===== src/rtl/muldiv_seq.sv =====
// Iterative RV32M multiply/divide unit for the execute stage.
// Radix-2 shift-add multiply and restoring divide, one bit per cycle, stalling E until done.
module muldiv_seq #(
    parameter int unsigned D_WIDTH = 32,
    parameter int unsigned CNT_W   = $clog2(D_WIDTH) + 1
) (
    input  logic               clk,
    input  logic               rst,
    input  logic               start_e,
    input  logic               flush_e,
    input  logic [2:0]         funct3_e,
    input  logic [D_WIDTH-1:0] src_a_e,
    input  logic [D_WIDTH-1:0] src_b_e,
    output logic               stall_e,
    output logic               md_valid_e,
    output logic [D_WIDTH-1:0] md_result_e,
    output logic               busy
);

    typedef enum logic [1:0] {StIdle, StBusy, StDone} state_e;

    state_e                 state_q, state_d;
    logic [CNT_W-1:0]       count_q;
    logic [2:0]             op_q;
    logic                   neg_res_q, neg_rem_q;
    logic [D_WIDTH-1:0]     opnd_q;
    logic [2*D_WIDTH-1:0]   acc_q;
    logic [D_WIDTH-1:0]     result_q;

    logic                   start_ok, is_div, a_signed, b_signed, a_neg, b_neg;
    logic                   div_zero, div_ovf, special, last_iter;
    logic [D_WIDTH-1:0]     a_mag, b_mag, special_res;
    logic [D_WIDTH:0]       mul_sum, div_shift, div_diff;
    logic [2*D_WIDTH-1:0]   mul_next, div_next, acc_next, prod;
    logic [D_WIDTH-1:0]     quo, rem, final_res;

    // Operand capture and special-case detection in the start cycle.
    always_comb begin
        start_ok    = start_e & ~flush_e;
        is_div      = funct3_e[2];
        a_signed    = (funct3_e == 3'b001) | (funct3_e == 3'b010) |
                      (funct3_e == 3'b100) | (funct3_e == 3'b110);
        b_signed    = (funct3_e == 3'b001) | (funct3_e == 3'b100) | (funct3_e == 3'b110);
        a_neg       = a_signed & src_a_e[D_WIDTH-1];
        b_neg       = b_signed & src_b_e[D_WIDTH-1];
        a_mag       = a_neg ? -src_a_e : src_a_e;
        b_mag       = b_neg ? -src_b_e : src_b_e;
        div_zero    = is_div & (src_b_e == '0);
        div_ovf     = is_div & ~funct3_e[0] & (src_b_e == '1) &
                      (src_a_e == {1'b1, {(D_WIDTH-1){1'b0}}});
        special     = div_zero | div_ovf;
        if (div_zero) begin
            special_res = funct3_e[1] ? src_a_e : '1;
        end else begin
            special_res = funct3_e[1] ? '0 : src_a_e;
        end
    end

    // One iteration; acc_q holds {hi, lo} = {product hi / remainder, multiplier / quotient}.
    always_comb begin
        mul_sum   = {1'b0, acc_q[2*D_WIDTH-1:D_WIDTH]} +
                    (acc_q[0] ? {1'b0, opnd_q} : {(D_WIDTH+1){1'b0}});
        mul_next  = {mul_sum, acc_q[D_WIDTH-1:1]};
        div_shift = acc_q[2*D_WIDTH-1:D_WIDTH-1];
        div_diff  = div_shift - {1'b0, opnd_q};
        if (div_diff[D_WIDTH]) begin
            div_next = {div_shift[D_WIDTH-1:0], acc_q[D_WIDTH-2:0], 1'b0};
        end else begin
            div_next = {div_diff[D_WIDTH-1:0], acc_q[D_WIDTH-2:0], 1'b1};
        end
        acc_next  = op_q[2] ? div_next : mul_next;
        prod      = neg_res_q ? -acc_next : acc_next;
        quo       = acc_next[D_WIDTH-1:0];
        rem       = acc_next[2*D_WIDTH-1:D_WIDTH];
        if (op_q[2]) begin
            if (op_q[1]) final_res = neg_rem_q ? -rem : rem;
            else         final_res = neg_res_q ? -quo : quo;
        end else begin
            final_res = (op_q[1:0] == 2'b00) ? prod[D_WIDTH-1:0] : prod[2*D_WIDTH-1:D_WIDTH];
        end
        last_iter = (count_q == CNT_W'(D_WIDTH - 1));
    end

    always_ff @(posedge clk) begin
        if (rst) state_q <= StIdle;
        else     state_q <= state_d;
    end

    always_comb begin
        state_d = state_q;
        unique case (state_q)
            StIdle: if (start_ok) state_d = special ? StDone : StBusy;
            StBusy: begin
                if (flush_e)        state_d = StIdle;
                else if (last_iter) state_d = StDone;
            end
            StDone:  state_d = StIdle;
            default: state_d = StIdle;
        endcase
    end

    always_comb begin
        stall_e    = ((state_q == StIdle) & start_ok) | (state_q == StBusy);
        md_valid_e = (state_q == StDone);
        busy       = (state_q != StIdle);
    end

    always_ff @(posedge clk) begin
        if (rst) begin
            count_q   <= '0;
            op_q      <= '0;
            neg_res_q <= 1'b0;
            neg_rem_q <= 1'b0;
            opnd_q    <= '0;
            acc_q     <= '0;
            result_q  <= '0;
        end else if ((state_q == StIdle) && start_ok) begin
            count_q   <= '0;
            op_q      <= funct3_e;
            neg_res_q <= a_neg ^ b_neg;
            neg_rem_q <= a_neg;
            opnd_q    <= is_div ? b_mag : a_mag;
            acc_q     <= {{D_WIDTH{1'b0}}, (is_div ? a_mag : b_mag)};
            if (special) result_q <= special_res;
        end else if ((state_q == StBusy) && !flush_e) begin
            count_q <= count_q + CNT_W'(1);
            acc_q   <= acc_next;
            if (last_iter) result_q <= final_res;
        end
    end

    assign md_result_e = result_q;

endmodule


===== config.mk =====
export PLATFORM = sky130hd
export DESIGN_NAME = muldiv_seq
export DESIGN_NICKNAME = d
export VERILOG_FILES = /design/src/rtl/muldiv_seq.sv
export SDC_FILE = /design/constraint.sdc
export NUM_CORES = 1
export LEC_CHECK = 0
export CELL_PAD_IN_SITES_DETAIL_PLACEMENT = 1
export CELL_PAD_IN_SITES_GLOBAL_PLACEMENT = 1
export CORE_ASPECT_RATIO = 0.8
export CORE_MARGIN = 2
export CORE_UTILIZATION = 40
export CTS_CLUSTER_SIZE = 12
export DETAILED_ROUTE_END_ITERATION = 12
export DONT_BUFFER_PORTS = 1
export PLACE_DENSITY_LB_ADDON = 0.2
export RECOVER_POWER = 50
export SYNTH_ARGS = -nofsm -noshare
export SYNTH_HDL_FRONTEND = slang
export SYNTH_SLANG_ARGS = --single-unit
export TNS_END_PERCENT = 10

===== constraint.sdc =====
create_clock -name clk -period 15.1 [get_ports clk]
set_input_delay 0.755 -clock clk [delete_from_list [all_inputs] [get_ports clk]]
set_output_delay 0.755 -clock clk [all_outputs]
set_load 0.1 [all_outputs]

==> reports/metrics.yaml <==
finalNetCount: 2430
drt-wirelength-per-cell_um: 27.5
ff2ff_path_depth: 21
finalCoreUtilization_pct: 42.7
syn_area_um2: 16500
clock_path_buffers: 2
detail_route.vias_per_cell: 6.62
ys_top_cells_by_area: "sky130_fd_sc_hd__dfxtp_1 (17%), sky130_fd_sc_hd__nand2_1 (7.2%), sky130_fd_sc_hd__a21oi_1 (6.7%), sky130_fd_sc_hd__ha_1 (5.3%), sky130_fd_sc_hd__nor2_1 (5.1%)"
worst_path_largest_cell_delay_ns: 0.65
timing_max_transition_violations_final: 290
area_delta_synth_final_pct: 5.25
timing.slew.headroom_pct: -214
detailedPlace.worstSlack_ns: 8.33
cp_slowest_cell: "sky130_fd_sc_hd__a2111oi_0"
holdWs_ns: 0.362
vias: 18838
finalWeightedCongestion: 0.972
hpwlAfterDp_um: 61600
timing.critical_path.cells: "ha_1, a21oi_1, o21ai_1, a221o_1, or3_4, o2111ai_1, buf_4, nand2_1, inv_1, ha_1, o21ai_1, or4_1, or4_1, nor2_1, nand4_1, or2_1, nor4_1, a41oi_1, xnor2_1, a2111oi_0, nor3_1"
timing.critical_path.required_ns: 15.43
min_period_ns: 7.04
synth_seq_area_share_pct: 17.1
min_delay_worst_endpoint: "md_result_e[2]$_SDFFE_PP0P_"
grt_util_all_layers_pct: 35.7
worstPathBufferInverterCount: 2
capturing_element_type_of_the_critical_path: "flop"
r2r-end: "md_result_e[26]$_SDFFE_PP0P_"
crit_family: "simple AND/OR/NAND/NOR gates"
vias_in_the_first_global_route: 17482
worst-setup-path-type: "flop to flop"
run_status: "complete, but fails checks"
highest_achievable_clock_rate_mhz: 142
clkLatencyLatePin_ns: 0.49
power_leakage_nw: 6.14
maxCapViolCount: 7
hold_path_depth: 1
rows: 66
die-height_um: 186
grt_setup_unrepaired: "false"
synthCells: 2396
hp-start: "rst"
most_common_cell_in_the_synthesized_netlist: "sky130_fd_sc_hd__nand2_1"
power.ir.vdd_worst_v: 0.0000886
routed_wirelength_um: 78300
netlist_top_cells_count: "sky130_fd_sc_hd__nand2_1 (315), sky130_fd_sc_hd__nor2_1 (226), sky130_fd_sc_hd__a21oi_1 (222), sky130_fd_sc_hd__o21ai_0 (150), sky130_fd_sc_hd__dfxtp_1 (141)"
floorplan.initialDensity_pct: 40.5
finalCritPeriodShare_pct: 46.6
cts_repair_resize_count: 0
grt_first_pass_wirelength_um: 114000
drt_first_iter_violations: 1902
final.fill_count: 5272
yosys_most_used_dff: "sky130_fd_sc_hd__dfxtp_1"
io_buffer_count: 0
synth_enable_flop_cells: 0
cts.sinks: 141
critical_path.reg2reg.startpoint: "acc_q[48]$_SDFFE_PP0P_"
critPathLaunchType: "flop"
core_area_um2: 40600
worst_setup_hold_path_clk_slew_ns: 0.07
dr.pass1.iters: 7
tritoncts.num_buffers: 17
cts-hold-fix-buffers: 0
ys_seq_elements: 141
setup.reg_to_reg.worst_slack_ns: 8.06
design.die.area_um2: 42800
setup-violations-final: 0
failed_checks: "capacitance limit, slew limit"
die-width_um: 231
totalPowerFinal_w: 0.00141
htree_num_levels: 4
ioPinCount: 106
hold_class: "input pin to flop"
count_of_final_hold_check_violations: 0
synthesis.area_per_instance_um2: 6.88
synth_largest_type_area_fraction_pct: 17.1
grt_max_degree: 107
fin_tns_setup_ns: 0
arrival_time_at_the_worst_endpoint_ns: 7.37
yosysTopAreaCell: "sky130_fd_sc_hd__dfxtp_1"
synth-async-reset-ratio_pct: 0
globalRoute.totalOverflow: 0
cts_tree: "built"
crit_fanout: 11
synthDistinctLibCells: 91
antenna_found_initial: 1
worst_pin_slew_ns: 4.71
syn-num-nets: 2539
cellPowerDensity_nw_per_um2: 81.6
ctsRootBufferMaster: "sky130_fd_sc_hd__clkbuf_16"
ys.warnings.count: 0
drive_above_1_share_pct: 4.48
detail_route.drc_violations: 0
clock-skew-final_ns: 0.0323
postRouteAntennaNets: 0
antenna_cells_inserted: 0
cts_setup_buffers: 0
post-route-worst-setup-slack_ns: 8.06
-- cells in the final DEF, fill, tap and decap left out, types with 47 or more instances in the layout --
cell and count:
sky130_fd_sc_hd__a211oi_1 48, sky130_fd_sc_hd__a21oi_1 222, sky130_fd_sc_hd__inv_1 64, sky130_fd_sc_hd__dfxtp_1 139, sky130_fd_sc_hd__mux2i_1 56, sky130_fd_sc_hd__xnor2_1 92, sky130_fd_sc_hd__and2_1 47, sky130_fd_sc_hd__xor2_1 76
sky130_fd_sc_hd__nor3_1 92, sky130_fd_sc_hd__nor2_1 225, sky130_fd_sc_hd__o211ai_1 91, sky130_fd_sc_hd__ha_1 70, sky130_fd_sc_hd__o21ai_0 150, sky130_fd_sc_hd__nand2_1 315
-- kinds of logic after synthesis --
logic type               count (synthesis)  share of synthesized area, %
multiplexers                            61                          3.74
XOR/XNOR                               168                          8.93
AO/OA/AOI/OAI                          766                          30.5
buffers and inverters                  225                          5.51
AND/OR/NAND/NOR                        938                          27.1
adder cells (fa/ha/maj)                 97                          7.08
flip-flops                             141                          17.1
-- power by group --
| part | total [W] | switching (W) | internal [W] |
|---|---|---|---|
| clock network | 0.000452 | 0.000194 | 0.000257 |
| registers | 0.000407 | 0.0000204 | 0.000386 |
| logic | 0.000556 | 0.000382 | 0.000174 |
-- worst max path at each step --
stage                       startpoint                      endpoint  slack (ns)  cells after the start
3_5_place_dp    acc_q[31]$_SDFFE_PP0P_  md_result_e[26]$_SDFFE_PP0P_        8.33                     23
2_1_floorplan  opnd_q[30]$_SDFFE_PP0P_  md_result_e[24]$_SDFFE_PP0P_        9.42                     24
3_3_place_gp    acc_q[31]$_SDFFE_PP0P_  md_result_e[26]$_SDFFE_PP0P_        8.46                     23
6_report        acc_q[48]$_SDFFE_PP0P_  md_result_e[26]$_SDFFE_PP0P_        8.06                     21
5_1_grt        opnd_q[25]$_SDFFE_PP0P_  md_result_e[26]$_SDFFE_PP0P_        7.62                     22
4_1_cts         acc_q[31]$_SDFFE_PP0P_  md_result_e[26]$_SDFFE_PP0P_        8.30                     23
-- layer usage --
layer  GRT usage [%]  vias to the layer above  part of all wire, %
li1                -                     8544                    -
met1            53.0                     9305                   47
met2            47.0                      895                   38
met3            12.4                       92                   12
met4            11.1                        2                  2.7
met5               0                        -                0.017
-- per-stage QoR --
step | instance area, um2 | std cells
after detailed placement | 16800 | 2812
after floorplan | 16500 | 2396
after global placement | 16800 | 2812
after global routing | 17300 | 2844
final | 17300 | 2844
after CTS | 17400 | 2844
-- layout make-up --
class	instances	area [um2]	area share (%)
timing repair buffer	31	214	1.23
multi-input combinational	2030	12800	73.6
clock inverter	12	134	0.772
sequential	141	2830	16.3
clock buffer	20	468	2.70
tap	544	681	3.93
inverter	66	248	1.43
-- registers in the layout (all words and copies together) (netlist names) --
signal       cells
acc_q           64
count_q          6
md_result_e     32
neg_rem_q        1
neg_res_q        1
op_q             3
opnd_q          32
state_q          2
Note: power is estimated with default switching activity, not from simulation.
